[config.mk]
export PLATFORM = sky130hd
export DESIGN_NAME = ram_arbiter
export DESIGN_NICKNAME = d
export VERILOG_FILES = /design/src/rtl/ram_arbiter.sv
export SDC_FILE = /design/constraint.sdc
export NUM_CORES = 1
export LEC_CHECK = 0
export CAP_MARGIN = 20
export CORE_ASPECT_RATIO = 1.75
export CORE_MARGIN = 2
export CORE_UTILIZATION = 41
export DETAILED_ROUTE_END_ITERATION = 10
export PLACE_DENSITY_LB_ADDON = 0.3
export SETUP_SLACK_MARGIN = 0.1
export SYNTH_ARGS = -nofsm -noshare
export SYNTH_HDL_FRONTEND = slang
export SYNTH_SLANG_ARGS = --single-unit
[constraint.sdc]
create_clock -name sys_clk -period 3.17 [get_ports sys_clk]
set_input_delay 0.317 -clock sys_clk [delete_from_list [all_inputs] [get_ports sys_clk]]
set_output_delay 0.317 -clock sys_clk [all_outputs]
set_load 0.05 [all_outputs]
[src/rtl/ram_arbiter.sv]
// ram_arbiter: shares one single-port RAM between two masters, the CPU (m0)
// and the DMA (m1). Each grant takes IDLE -> ACCESS -> DONE, so one request
// is served every 3 cycles. The request is copied at grant time, so a master
// that changes its bus after the grant cannot corrupt the access.
// Compile-time option RAM_ARB_ROUND_ROBIN_EN: when defined, ties go to the
// master not served last; when undefined, m0 always wins ties.
module ram_arbiter (
  input  logic        sys_clk,
  input  logic        sys_resetn,
  // master 0 (CPU)
  input  logic        m0_valid,
  input  logic [12:0] m0_addr,
  input  logic [31:0] m0_wdata,
  input  logic [3:0]  m0_wstrb,
  output logic        m0_ready,
  output logic [31:0] m0_rdata,
  // master 1 (DMA)
  input  logic        m1_valid,
  input  logic [12:0] m1_addr,
  input  logic [31:0] m1_wdata,
  input  logic [3:0]  m1_wstrb,
  output logic        m1_ready,
  output logic [31:0] m1_rdata,
  // RAM side (word addressed, read data one clock after rden)
  output logic [10:0] ram_address,
  output logic [3:0]  ram_byteena,
  output logic [31:0] ram_data,
  output logic        ram_rden,
  output logic        ram_wren,
  input  logic [31:0] ram_q,
  // debug
  output logic        grant_owner
);

  typedef enum logic [1:0] {IDLE, ACCESS, DONE} state_t;

  state_t      state_reg, state_next;
  logic [10:0] addr_reg;
  logic [31:0] wdata_reg;
  logic [3:0]  wstrb_reg;
  logic        owner_reg;
  logic [31:0] rdata0_reg;
  logic [31:0] rdata1_reg;
  logic        any_valid;
  logic        winner;
  logic        is_write;
  logic        done_read;
  logic        grant_now;

  // Byte-lane bits of the addresses do not reach the word-addressed RAM.
  logic        unused_addr_lsbs;
  assign unused_addr_lsbs = ^{m0_addr[1:0], m1_addr[1:0]};

  assign any_valid = m0_valid | m1_valid;
  assign grant_now = (state_reg == IDLE) && any_valid;
  assign is_write  = (wstrb_reg != 4'h0);
  assign done_read = (state_reg == DONE) && !is_write;

`ifdef RAM_ARB_ROUND_ROBIN_EN
  logic last_grant_reg;

  // Round-robin pick: on a tie the master not served last wins.
  always_comb begin
    winner = 1'b0;
    if (m0_valid && m1_valid) winner = ~last_grant_reg;
    else if (m1_valid)        winner = 1'b1;
  end

  // Remember the last grant; reset value 1 lets m0 win the first tie.
  always_ff @(posedge sys_clk or negedge sys_resetn) begin
    if (!sys_resetn)    last_grant_reg <= 1'b1;
    else if (grant_now) last_grant_reg <= winner;
  end
`else
  // Fixed priority pick: m1 only wins when m0 is not requesting.
  always_comb begin
    winner = 1'b0;
    if (!m0_valid && m1_valid) winner = 1'b1;
  end
`endif

  // State register plus the request copy taken at grant time.
  always_ff @(posedge sys_clk or negedge sys_resetn) begin
    if (!sys_resetn) begin
      state_reg <= IDLE;
      addr_reg  <= 11'h000;
      wdata_reg <= 32'h0;
      wstrb_reg <= 4'h0;
      owner_reg <= 1'b0;
    end else begin
      state_reg <= state_next;
      if (grant_now) begin
        owner_reg <= winner;
        if (winner) begin
          addr_reg  <= m1_addr[12:2];
          wdata_reg <= m1_wdata;
          wstrb_reg <= m1_wstrb;
        end else begin
          addr_reg  <= m0_addr[12:2];
          wdata_reg <= m0_wdata;
          wstrb_reg <= m0_wstrb;
        end
      end
    end
  end

  // Read data registers: capture RAM output at the end of a read's DONE cycle.
  always_ff @(posedge sys_clk or negedge sys_resetn) begin
    if (!sys_resetn) begin
      rdata0_reg <= 32'h0;
      rdata1_reg <= 32'h0;
    end else if (done_read) begin
      if (owner_reg) rdata1_reg <= ram_q;
      else           rdata0_reg <= ram_q;
    end
  end

  // Next state and RAM / ready strobes decoded from the current state.
  always_comb begin
    state_next  = state_reg;
    ram_address = addr_reg;
    ram_data    = wdata_reg;
    ram_byteena = 4'h0;
    ram_rden    = 1'b0;
    ram_wren    = 1'b0;
    m0_ready    = 1'b0;
    m1_ready    = 1'b0;
    case (state_reg)
      IDLE: begin
        if (any_valid) state_next = ACCESS;
      end
      ACCESS: begin
        if (is_write) begin
          ram_wren    = 1'b1;
          ram_byteena = wstrb_reg;
        end else begin
          ram_rden    = 1'b1;
          ram_byteena = 4'hF;
        end
        state_next = DONE;
      end
      DONE: begin
        m0_ready   = ~owner_reg;
        m1_ready   = owner_reg;
        state_next = IDLE;
      end
      default: state_next = IDLE;
    endcase
  end

  // During a read's DONE cycle the fresh RAM word is passed straight through
  // so it is valid alongside ready; afterwards the captured copy is held.
  assign m0_rdata    = (done_read && !owner_reg) ? ram_q : rdata0_reg;
  assign m1_rdata    = (done_read &&  owner_reg) ? ram_q : rdata1_reg;
  assign grant_owner = owner_reg;

endmodule

* Word-level counts from Yosys, hierarchy flattened
Cells that the tools add are included.
** Storage, ports and cells
- Register bits :: 114
- Input bits :: 134
** Cells by class
- Eq/ne operators :: 3
- Muxes and demuxes :: 16
- Bitwise operators :: 2
- Reduce and logical (&&, ||, !) cells :: 12
** Operator list (count)
- $mux W32 :: 3
- $mux W4 :: 3
- $mux W11 :: 1
- $mux W1 :: 7
- $logic_and A1 B1 Y1 :: 5
- $pmux W2 S2 :: 1
- $reduce_and A2 Y1 :: 2
- $reduce_bool A4 Y1 :: 1
- $logic_not A1 Y1 :: 3
- $eq A2 B1 Y1 const B :: 1
- $eq A2 B2 Y1 const B :: 1
- $logic_not A2 Y1 :: 1
- $mux W2 :: 1
- $ne A2 B2 Y1 const B :: 1
- $not A1 Y1 :: 1
- $or A1 B1 Y1 :: 1

* Logic depth before layout (Yosys ltp)
Gate-level depths: netlist (run 1).
- Word-level depth :: 5
- Gate-level depth with buffers :: 5

* Least setup slack after synthesis (run 1)
OpenSTA, ideal clock, no wires.
- Path kind :: register to output
- From :: register owner_reg, in the netlist grant_owner
- To :: output port m0_rdata[10]
- Arrival time :: 2.815 ns
- Slack :: 0.038 ns
- Cell stages (with the launch flop) :: 5
- Path buffers :: 1
- Cell sequence :: dfrtp_1 -> nor3b_1 -> nand2_1 -> buf_2 -> mux2_2
** Between the ends
- Cells in the longest elaborated chain, start to end :: 3
** Ends and longest elaborated chain
- from (decl) :: line 41 : logic owner_reg;
- from (signal assigned) :: line 93 : owner_reg <= winner;
- $logic_not A1 Y1 :: line 153 : assign m0_rdata = (done_read && !owner_reg) ? ram_q : rdata0_reg;
- $logic_and A1 B1 Y1 :: line 153
- $mux W32 :: line 153
- to (decl) :: line 16 : output logic [31:0] m0_rdata,
No other way between the ends.

* Final worst setup path (run 1)
- From :: register wstrb_reg[1]
- To :: output port m1_rdata[9]
** Between the ends
- Cells in the longest elaborated chain, start to end :: 5
** Ends and longest elaborated chain
- from (decl) :: line 40 : logic [3:0] wstrb_reg;
- from (signal assigned) :: line 97 : wstrb_reg <= m1_wstrb;
- from (signal assigned) :: line 101 : wstrb_reg <= m0_wstrb;
- $reduce_bool A4 Y1 :: line 56 : assign is_write = (wstrb_reg != 4'h0);
- $logic_not A1 Y1 :: line 57 : assign done_read = (state_reg == DONE) && !is_write;
- $logic_and A1 B1 Y1 :: line 57
- $logic_and A1 B1 Y1 :: line 154 : assign m1_rdata = (done_read && owner_reg) ? ram_q : rdata1_reg;
- $mux W32 :: line 154
- to (decl) :: line 23 : output logic [31:0] m1_rdata,
No other way between the ends.

==> results of run 1 <==
## power by group through the flow
stage	Sequential (mW)	Combinational (mW)	Clock, mW
2_1_floorplan	3.41	2.64	0
3_3_place_gp	2.41	5.31	0
3_5_place_dp	2.46	5.36	0
4_1_cts	2.44	5.38	1.89
5_1_grt	2.51	5.53	1.95
6_report	2.43	5.32	1.85
## cells by family (layout without fill, tap and decap cells)
logic type | count (synthesis) | count (layout) | synth area share, %
flip-flops | 114 | 114 | 54.4
multiplexers | 189 | 189 | 40.6
AO/OA/AOI/OAI | 3 | 3 | 0.334
buffers and inverters | 21 | 288 | 2.67
AND/OR/NAND/NOR | 18 | 18 | 1.98
## area by class of cell
| cell class | count | area share (%) |
|---|---|---|
| repair buffers | 255 | 28.9 |
| multi-input cells | 210 | 27.2 |
| clock inverters | 15 | 1.92 |
| inverters | 1 | 0.0451 |
| well taps | 168 | 2.53 |
| flip-flops and latches | 114 | 34.3 |
| clock buffers | 17 | 5.11 |
## repair_timing
action | in CTS | in global routing
hold endpoints to repair | 49 | 0
gates resized for setup | 1 | 0
endpoints found under the setup margin | 10 | 0
hold buffers | 1 | 0
## worst max-delay path by stage
stage                             start           end  slack, ns
2_1_floorplan   grant_owner$_DFFE_PN0P_  m0_rdata[10]       0.64
3_3_place_gp   wstrb_reg[1]$_DFFE_PN0P_   m1_rdata[9]       0.53
3_5_place_dp   wstrb_reg[1]$_DFFE_PN0P_   m1_rdata[9]       0.49
4_1_cts        wstrb_reg[1]$_DFFE_PN0P_   m1_rdata[9]       0.22
5_1_grt        wstrb_reg[0]$_DFFE_PN0P_  m1_rdata[31]       0.12
6_report       wstrb_reg[1]$_DFFE_PN0P_   m1_rdata[9]       0.27
## critical path, cell delays in order, from the launching register on
cell and delay (ns):
dfrtp_1 0.43, nor4_4 0.29, and2_4 0.36, mux2_2 0.37
clkdlybuf4s50_1 0.72
## metrics by stage
stage	setup slack, ns	area [um2]	hold slack (ns)	power [mW]	std cells
floorplan	0.643	5250	0.0214	6.05	345
global placement	0.525	7730	0.379	7.72	747
detailed placement	0.488	7730	0.392	7.82	747
CTS	0.217	8320	0.496	9.70	780
global route	0.123	8320	0.506	9.99	780
finish	0.270	8320	0.492	9.60	780
## layout by cell type, fill, tap and decap left out, drive strengths merged
master,n
dfrtp,114
o21a,1
mux2,189
nor2b,2
clkinvlp,5
clkdlybuf4s50,190
nor3b,1
and3b,1
inv,4
bufinv,2
dlygate4sd3,1
clkbuf,17
buf,64
nor2,10
a21oi,2
and2,1
clkinv,5
nand2b,1
nor4,1
nand2,1
## metal layers
| metal | GRT usage [%] | share of wire (%) | vias to the layer above | wire, um |
|---|---|---|---|---|
| li1 | - | - | 1749 | - |
| met1 | 18.8 | 33 | 1846 | 4350 |
| met2 | 36.8 | 58 | 155 | 7560 |
| met3 | 5.53 | 6.9 | 19 | 909 |
| met4 | 7.53 | 2.2 | 0 | 290 |
| met5 | 0 | 0 | - | 0 |
==> results by group, run 1 <==
Power and ir drop
  • Static leakage: 3.59 nW
  • Gate power share: 55.5%
  • Sw Ratio: 45.3%
  • Maximum VDD drop: 0.703 mV
  • Int Pwr: 5.25 mW
  • Pwr/cell area: 1150 mW/mm2
  • Seq pwr share: 25.3%
  • Clk pwr share: 19.2%
  • Switching pwr: 4.34 mW

Timing
  • RSZ-0062 raised after global routing: false
  • Fin crit period: 2.90 ns
  • Least-Margin Pin Slew: 0.671 ns
  • Final hold viol count: 0
  • Final Max Tran Viols: 0
  • Tcrit/Tclk final: 91.5%
  • Rel. slew slack: 55.3%
  • Max Clock Skew: 0.00948 ns
  • Highest clock rate: 0.345 GHz
  • Final setup viols: 0
  • Setup tns final: 0 ns

GRT
  • Vias in the first global route: 4110
  • Gr ovfl total: 0
  • Gr usage total: 19.4%
  • Antenna violations before repair: 0
  • First-pass GRT wire length: 20.1 mm
  • Largest net degree at the start of global routing: 53

Die
  • Core ar.: 0.0125 mm2
  • DIE AREA: 0.0137 mm2
  • FP Rows: 54
  • Initial Utilization: 41.9%
  • Die Y-Extent: 154 um
  • Die width: 89.5 um
  • I/O pins: 250

CTS
  • TritonCTS clock tree: done
  • Clk Latency, worst-skew pair: 0.40 ns
  • Clock buffer depth: 2
  • CTS sink count: 114
  • CTS Buf Count: 17
  • Worst-path clk slew: 0.05 ns
  • Root Buffer: clkbuf_16
  • Setup repair bufs after CTS: 0
  • Htree depth: 4

Finish
  • Fillers: 928
  • Reg area: 0.00285 mm2
  • Area Growth Syn to Fin: 58.8%
  • Layout Utilization: 66.6%
  • Multi-input logic area: 0.00227 mm2
  • Antenna diode count: 0
  • Final nets: 733
  • Share of cells above drive strength 1: 47.4%

Flow run
  • Max-Cap Viols: 0

Critical path
  • CP Class: flip-flop to primary output
  • WP data arrival: 2.58 ns
  • Required time of the worst setup path: 2.85 ns
  • FF-to-FF End: rdata1_reg[28]$_DFFE_PN0P_
  • Crit end category: primary output
  • Cell count of the worst reg-to-reg path: 4
  • Critical R2R Launch: wstrb_reg[1]$_DFFE_PN0P_
  • Crit path max fanout: 20
  • Reg2reg setup slack: 1.21 ns
  • CP Launch Type: flip-flop

Worst hold path
  • Hold WC Path Type: flip-flop to flip-flop
  • Hold Path End: rdata0_reg[28]$_DFFE_PN0P_
  • Hold Path Depth: 1
  • Hold path startpoint: rdata0_reg[28]$_DFFE_PN0P_

Logic synthesis
  • Synth area leaders: dfrtp_1 (54%), mux2_2 (41%), buf_6 (1.3%)
  • Ys flop type: dfrtp_1
  • Seq/Total Area, Yosys: 54.4%
  • Unique masters post-synth: 17
  • Post-Syn Area per Cell: 15.2 um2
  • Area leader, netlist: dfrtp_1
  • Post-synth top cells: mux2_2 (189), dfrtp_1 (114), buf_2 (10), nor2_1 (10), buf_6 (6)
  • Top-count cell post-synth: mux2_2
  • Post-synth EDFFs: 0
  • Top cell type's share of synthesized area: 54.4%
  • Synth Instances: 345
  • Asr flop ratio synth: 100%
  • Syn Nets: 479
  • Synthesized area: 0.00524 mm2
  • Yosys warns: 0
  • FF+latch count, synth: 114

Drt
  • Detailed-route via count: 3769
  • Drt first-iter violations: 98
  • Residual DRC count: 0
  • DR WL/cell: 16.8 um
  • Antenna Nets Post-Route: 0
  • First-pass iteration count of the detailed router: 4
  • DRT Wirelength: 13.1 mm
  • Vias per inst: 4.83

Status
  • Status: finished clean

Placed design
  • HPWL after DPL: 10.0 mm
  • IO buf count: 245
  • Gpl congestion: 0.778
Note: power is estimated with default switching activity, not from simulation.
==> run 2: changes to the inputs <==
- RECOVER_POWER: default -> 25
==> run 2 against run 1 <==
Clock power about the same; combinational power about the same; clock skew barely moved; first-iteration DRC count fell by 4.1%; sequential power hardly changed; wire length is 0.37% lower; critical path depth did not move; critical endpoint unchanged; worst setup slack worse by 0.00075 ns; die area is the same; largest cell class unchanged.
==> results by group, run 2 (synthesis results as in run 1) <==
Status
  • Status: finished clean (unchanged)

Timing
  • Max Clock Skew: 0.00961 ns (was 0.00948 ns)
  • Setup slack after layout: 0.269 ns (was 0.270 ns)
  • Highest clock rate: 0.345 GHz (about the same)
  • Worst hold slack: 0.491 ns (was 0.492 ns)
  • Final setup viols: 0 (unchanged)
  • Final Max Tran Viols: 0 (unchanged)
  • RSZ-0062 raised after global routing: false (unchanged)
  • Setup tns final: 0 ns (unchanged)
  • Fin crit period: 2.90 ns (about the same)
  • Tcrit/Tclk final: 91.5% (about the same)
  • Least-Margin Pin Slew: 1.29 ns (was 0.671 ns)
  • Final hold viol count: 0 (unchanged)
  • Rel. slew slack: 13.8% (was 55.3%)

GRT
  • Antenna violations before repair: 0 (unchanged)
  • Gr usage total: 19.4% (unchanged)
  • Vias in the first global route: 4110 (unchanged)
  • Largest net degree at the start of global routing: 53 (unchanged)
  • First-pass GRT wire length: 20.1 mm (unchanged)
  • Gr ovfl total: 0 (unchanged)

Drt
  • Vias per inst: 4.84 (was 4.83)
  • Detailed-route via count: 3772 (was 3769)
  • Antenna Nets Post-Route: 0 (unchanged)
  • DR WL/cell: 16.8 um (about the same)
  • First-pass iteration count of the detailed router: 4 (unchanged)
  • Residual DRC count: 0 (unchanged)
  • DRT Wirelength: 13.1 mm (about the same)
  • Drt first-iter violations: 94 (was 98)

Critical path
  • Number of buffers and inverters on the critical path: 1 (unchanged)
  • Crit end category: primary output (unchanged)
  • Crit-path max cell delay: 0.72 ns (about the same)
  • CP max-delay cell: clkdlybuf4s50_1 (unchanged)
  • Crit path max fanout: 20 (unchanged)
  • CP Class: flip-flop to primary output (unchanged)
  • Delay-heaviest family, CP: buffers and inverters (unchanged)
  • WP data arrival: 2.58 ns (about the same)
  • Required time of the worst setup path: 2.85 ns (about the same)
  • CP Cell Sequence: nor4_4, and2_4, mux2_2, clkdlybuf4s50_1 (unchanged)
  • CP Launch Type: flip-flop (unchanged)

Finish
  • Multi-input logic area: 0.00226 mm2 (was 0.00227 mm2)
  • Share of cells above drive strength 1: 46.9% (was 47.4%)
  • Area Growth Syn to Fin: 58.5% (was 58.8%)
  • Most common cell after layout, fill and taps aside: clkdlybuf4s50_1 (unchanged)
  • Reg area: 0.00285 mm2 (unchanged)
  • Fillers: 932 (was 928)
  • Post-Layout Cell Count: 780 (unchanged)
  • Most frequent cells in the layout: clkdlybuf4s50_1 (190), mux2_2 (189), dfrtp_1 (114) (unchanged)
  • Final nets: 733 (unchanged)
  • Antenna diode count: 0 (unchanged)

CTS
  • Clk Latency, worst-skew pair: 0.40 ns (about the same)
  • Root Buffer: clkbuf_16 (unchanged)
  • CTS Buf Count: 17 (unchanged)
  • Htree depth: 4 (unchanged)
  • Worst-path clk slew: 0.05 ns (about the same)
  • TritonCTS clock tree: done (unchanged)
  • Clock buffer depth: 2 (unchanged)
  • CTS sink count: 114 (unchanged)

Die
  • Initial Utilization: 41.9% (unchanged)
  • Core ar.: 0.0125 mm2 (unchanged)
  • FP Rows: 54 (unchanged)
  • Die width: 89.5 um (unchanged)
  • Die Y-Extent: 154 um (unchanged)
  • DIE AREA: 0.0137 mm2 (unchanged)
  • I/O pins: 250 (unchanged)

Placed design
  • HPWL after DPL: 10.0 mm (unchanged)
  • IO buf count: 245 (unchanged)
  • Dpl ws: 0.488 ns (unchanged)
  • Gpl congestion: 0.778 (unchanged)
  • Placed insts: 747 (unchanged)

Power and ir drop
  • Maximum VDD drop: 0.703 mV (about the same)
  • Static leakage: 3.59 nW (about the same)
  • Total Power: 9.60 mW (about the same)
  • Pwr/cell area: 1150 mW/mm2 (about the same)

Flow run
  • Max-Cap Viols: 0 (unchanged)

Worst hold path
  • Hold WC Path Type: flip-flop to flip-flop (unchanged)
[run 2: cell types whose count changed in the layout (fill, tap and decap cells not counted)]
| cell | previous run | this run |
|---|---|---|
| buf_4 | 63 | 60 |
| clkbuf_1 | 0 | 2 |
| o21a_2 | 1 | 0 |
| o21a_1 | 0 | 1 |
| clkbuf_2 | 0 | 1 |
[run 2: worst register-to-register path, cell delays in order (launching register included)]
cell and delay, ns:
dfrtp_1 0.41, nor2_1 0.18, o21a_1 0.81, buf_12 0.28, mux2_2 0.37
[run 2: path summary, 6_finish.rpt]
path                                            start  depth (start not counted)  slack, ns                    endpoint
min reg2reg                rdata0_reg[28]$_DFFE_PN0P_                          1       0.49  rdata0_reg[28]$_DFFE_PN0P_
min in group asynchronous                  sys_resetn                          2       0.72     ram_data[5]$_DFFE_PN0P_
max reg2reg                  state_reg[0]$_DFFE_PN0P_                          4       1.01    wstrb_reg[3]$_DFFE_PN0P_
max in group asynchronous                  sys_resetn                          3       0.70    ram_data[11]$_DFFE_PN0P_
min                        rdata0_reg[28]$_DFFE_PN0P_                          1       0.49  rdata0_reg[28]$_DFFE_PN0P_
max                          wstrb_reg[1]$_DFFE_PN0P_                          4       0.27                 m1_rdata[9]
[run 2: final cells by class]
type                    count  share of cell area (%)
clock buffers              17                    5.12
clock inverters            15                    1.93
inverters                   1                  0.0452
multi-input cells         210                    27.2
flip-flops and latches    114                    34.3
well taps                 168                    2.53
repair buffers            255                    28.8
[run 2: per-layer routing]
metal  part of all wire, %  global-route usage (%)
met1                    33                    18.8
met2                    58                    36.8
met3                   6.9                    5.53
met4                   2.2                    7.53
met5                     0                       0
[run 2: what timing repair did]
action	CTS	global route
resized for setup	1	0
hold endpoints to repair	49	0
hold buffers	1	0
endpoints found under the setup margin	10	0
setup buffers	0	0
[run 2: power breakdown]
part | internal [mW] | switching, mW | total [mW]
clock | 1.16 | 0.686 | 1.85
combinational | 1.97 | 3.36 | 5.33
sequential | 2.12 | 0.303 | 2.43
total | 5.25 | 4.35 | 9.60
[run 2: metrics by stage]
step                      instance area (um2)  utilization, %
after floorplan                          5250               -
after global placement                   7730            61.8
after detailed placement                 7730            61.8
after CTS                                8320            66.6
after global routing                     8310            66.5
final                                    8310            66.5
==> run 3: changes to the inputs <==
- CORE_UTILIZATION: 41 -> 44
- GPL_ROUTABILITY_DRIVEN: default -> 0
==> run 3 against run 2 <==
Wire length is 4.1% higher; count of clock-buffer cells in the layout is 2 higher; sequential power hardly changed; maximum frequency is 2.9% lower; via count is 0.80% higher; utilization is 5.0 points higher; flip-flop and latch count stayed put; register-to-register slack worse by 0.03 ns; worst setup slack worse by 0.087 ns; global-route usage is 2.3 points higher; clock power is 3% higher; clock skew is 0.0043 ns lower.
==> results by group, run 3 (synthesis results as in run 1) <==
Status
  • Status: finished clean (unchanged)

Finish
  • Most frequent cells in the layout: clkdlybuf4s50_1 (193), mux2_2 (189), dfrtp_1 (114) (was clkdlybuf4s50_1 (190), mux2_2 (189), dfrtp_1 (114))
  • Antenna diode count: 0 (unchanged)
  • Most common cell after layout, fill and taps aside: clkdlybuf4s50_1 (unchanged)
  • Final nets: 730 (was 733)
  • Post-Layout Cell Count: 744 (was 780)
  • Fin area: 0.00829 mm2 (was 0.00831 mm2)
  • Area Growth Syn to Fin: 58.0% (was 58.5%)
  • Share of cells above drive strength 1: 46.3% (was 46.9%)
  • Fillers: 841 (was 932)

Die
  • I/O pins: 250 (unchanged)
  • FP Rows: 52 (was 54)
  • Initial Utilization: 45.3% (was 41.9%)
  • Die Y-Extent: 148 um (was 154 um)
  • DIE AREA: 0.0128 mm2 (was 0.0137 mm2)
  • Core ar.: 0.0116 mm2 (was 0.0125 mm2)
  • Die width: 86.5 um (was 89.5 um)

Timing
  • Final setup viols: 0 (unchanged)
  • RSZ-0062 raised after global routing: true (was false)
  • Setup tns final: 0 ns (unchanged)
  • Tcrit/Tclk final: 94.3% (was 91.5%)
  • Least-Margin Pin Slew: 1.32 ns (was 1.29 ns)
  • Max Clock Skew: 0.00531 ns (was 0.00961 ns)
  • Rel. slew slack: 12.3% (was 13.8%)
  • Final Max Tran Viols: 0 (unchanged)
  • Fin crit period: 2.99 ns (was 2.90 ns)
  • Highest clock rate: 0.335 GHz (was 0.345 GHz)
  • Final hold viol count: 0 (unchanged)

Power and ir drop
  • Maximum VDD drop: 0.703 mV (about the same)
  • Pwr/cell area: 1170 mW/mm2 (was 1150 mW/mm2)
  • Int Pwr: 5.35 mW (was 5.25 mW)
  • Seq pwr share: 25.1% (was 25.3%)
  • Gate power share: 55.2% (was 55.5%)
  • Clk pwr share: 19.7% (was 19.2%)
  • Sw Ratio: 44.9% (was 45.3%)
  • Switching pwr: 4.35 mW (about the same)
  • Static leakage: 3.60 nW (was 3.59 nW)

CTS
  • CTS sink count: 114 (unchanged)
  • CTS Buf Count: 17 (unchanged)
  • TritonCTS clock tree: done (unchanged)
  • Setup repair bufs after CTS: 0 (unchanged)
  • Htree depth: 4 (unchanged)
  • Worst-path clk slew: 0.05 ns (about the same)
  • Root Buffer: clkbuf_16 (unchanged)
  • Clk Latency, worst-skew pair: 0.40 ns (about the same)
  • Clock buffer depth: 2 (unchanged)

GRT
  • Gr usage total: 21.7% (was 19.4%)
  • Largest net degree at the start of global routing: 62 (was 53)
  • Antenna violations before repair: 0 (unchanged)
  • Vias in the first global route: 4347 (was 4110)
  • Gr ovfl total: 0 (unchanged)
  • First-pass GRT wire length: 21.3 mm (was 20.1 mm)

Placed design
  • Placed insts: 711 (was 747)
  • Dpl cell area: 0.00768 mm2 (was 0.00773 mm2)
  • IO buf count: 245 (unchanged)
  • HPWL after DPL: 10.2 mm (was 10.0 mm)

Critical path
  • CP Cell Sequence: nor4_4, and2_4, mux2_2, clkdlybuf4s50_1 (unchanged)
  • Required time of the worst setup path: 2.85 ns (about the same)
  • WP data arrival: 2.67 ns (was 2.58 ns)
  • CP Launch Type: flip-flop (unchanged)
  • Crit-path max cell delay: 0.73 ns (was 0.72 ns)
  • Crit end category: primary output (unchanged)
  • Crit path max fanout: 26 (was 20)
  • CP max-delay cell: clkdlybuf4s50_1 (unchanged)
  • CP Class: flip-flop to primary output (unchanged)

Drt
  • DRT Wirelength: 13.6 mm (was 13.1 mm)
  • Drt first-iter violations: 88 (was 94)
  • M1 wire length: 4.43 mm (was 4.35 mm)
  • DR WL/cell: 18.3 um (was 16.8 um)
  • Detailed-route via count: 3802 (was 3772)
  • Vias per inst: 5.11 (was 4.84)
  • First-pass iteration count of the detailed router: 4 (unchanged)
  • DR top layer: met4 (unchanged)
  • Antenna Nets Post-Route: 0 (unchanged)
  • Met2 Wirelength: 7.60 mm (was 7.53 mm)
  • DR WL met3: 1.13 mm (was 902 um)
  • Residual DRC count: 0 (unchanged)

Worst hold path
  • Hold WC Path Type: flip-flop to flip-flop (unchanged)

Flow run
  • Max-Cap Viols: 0 (unchanged)
run 3: cell types whose count changed in the layout (fill, tap and decap cells not counted), moves of 2 or more:
cell	previous run	this run
buf_4	60	54
clkinvlp_4	5	1
clkdlybuf4s50_1	190	193
inv_6	3	0
clkinv_2	2	4
clkinv_4	3	5
run 3: worst max-delay path, delay by kind of cell (launching register included):
family,cells,cell delay (ns)
simple gates,2,0.74
buf+inv,1,0.73
flops,1,0.42
mux,1,0.38
run 3: power by group through the flow:
| stage | clock network, mW | logic (mW) | registers [mW] |
|---|---|---|---|
| global placement | 0 | 5.33 | 2.41 |
| CTS | 1.95 | 5.41 | 2.44 |
| detailed placement | 0 | 5.38 | 2.45 |
| floorplan | 0 | 2.64 | 3.41 |
| finish | 1.91 | 5.36 | 2.44 |
| global route | 2.02 | 5.55 | 2.52 |
run 3: final timing paths:
path,cells after the start,slack (ns),startpoint,to
setup / recovery,4,0.18,wstrb_reg[0]$_DFFE_PN0P_,m1_rdata[8]
hold / removal,1,0.49,rdata0_reg[31]$_DFFE_PN0P_,rdata0_reg[31]$_DFFE_PN0P_
setup reg to reg,4,0.98,state_reg[0]$_DFFE_PN0P_,ram_address[10]$_DFFE_PN0P_
hold reg to reg,1,0.49,rdata0_reg[31]$_DFFE_PN0P_,rdata0_reg[31]$_DFFE_PN0P_
max in group asynchronous,3,0.81,sys_resetn,state_reg[1]$_DFFE_PN0P_
min in group asynchronous,2,0.74,sys_resetn,ram_data[10]$_DFFE_PN0P_
run 3: per-layer routing:
layer	vias to the layer above	GRT usage, %
met2	159	39.8
met5	-	0
li1	1747	-
met3	32	8.82
met1	1864	20.6
met4	0	9.53
run 3: per-stage QoR:
stage | hold slack [ns] | util (%) | power (mW) | setup WS, ns
finish | 0.491 | 71.5 | 9.70 | 0.181
global route | 0.505 | 71.5 | 10.1 | 0.0955
global placement | 0.393 | 66.3 | 7.74 | 0.433
floorplan | 0.0214 | - | 6.05 | 0.643
CTS | 0.496 | 71.7 | 9.80 | 0.137
detailed placement | 0.403 | 66.3 | 7.84 | 0.372
run 3: cell type report:
| class | instances | area [um2] | share of cell area [%] |
|---|---|---|---|
| Inverter | 1 | 3.75 | 0.0453 |
| Tap cell | 135 | 169 | 2.04 |
| Clock inverter | 13 | 161 | 1.95 |
| Sequential cell | 114 | 2850 | 34.4 |
| Multi-Input combinational cell | 210 | 2260 | 27.3 |
| Timing Repair Buffer | 252 | 2390 | 28.9 |
| Clock buffer | 19 | 443 | 5.35 |
run 3: what timing repair did:
action	4_1_cts	5_1_grt
hold endpoints to repair	53	0
gates resized for setup	1	1
endpoints found under the setup margin	32	16
hold buffers	1	0
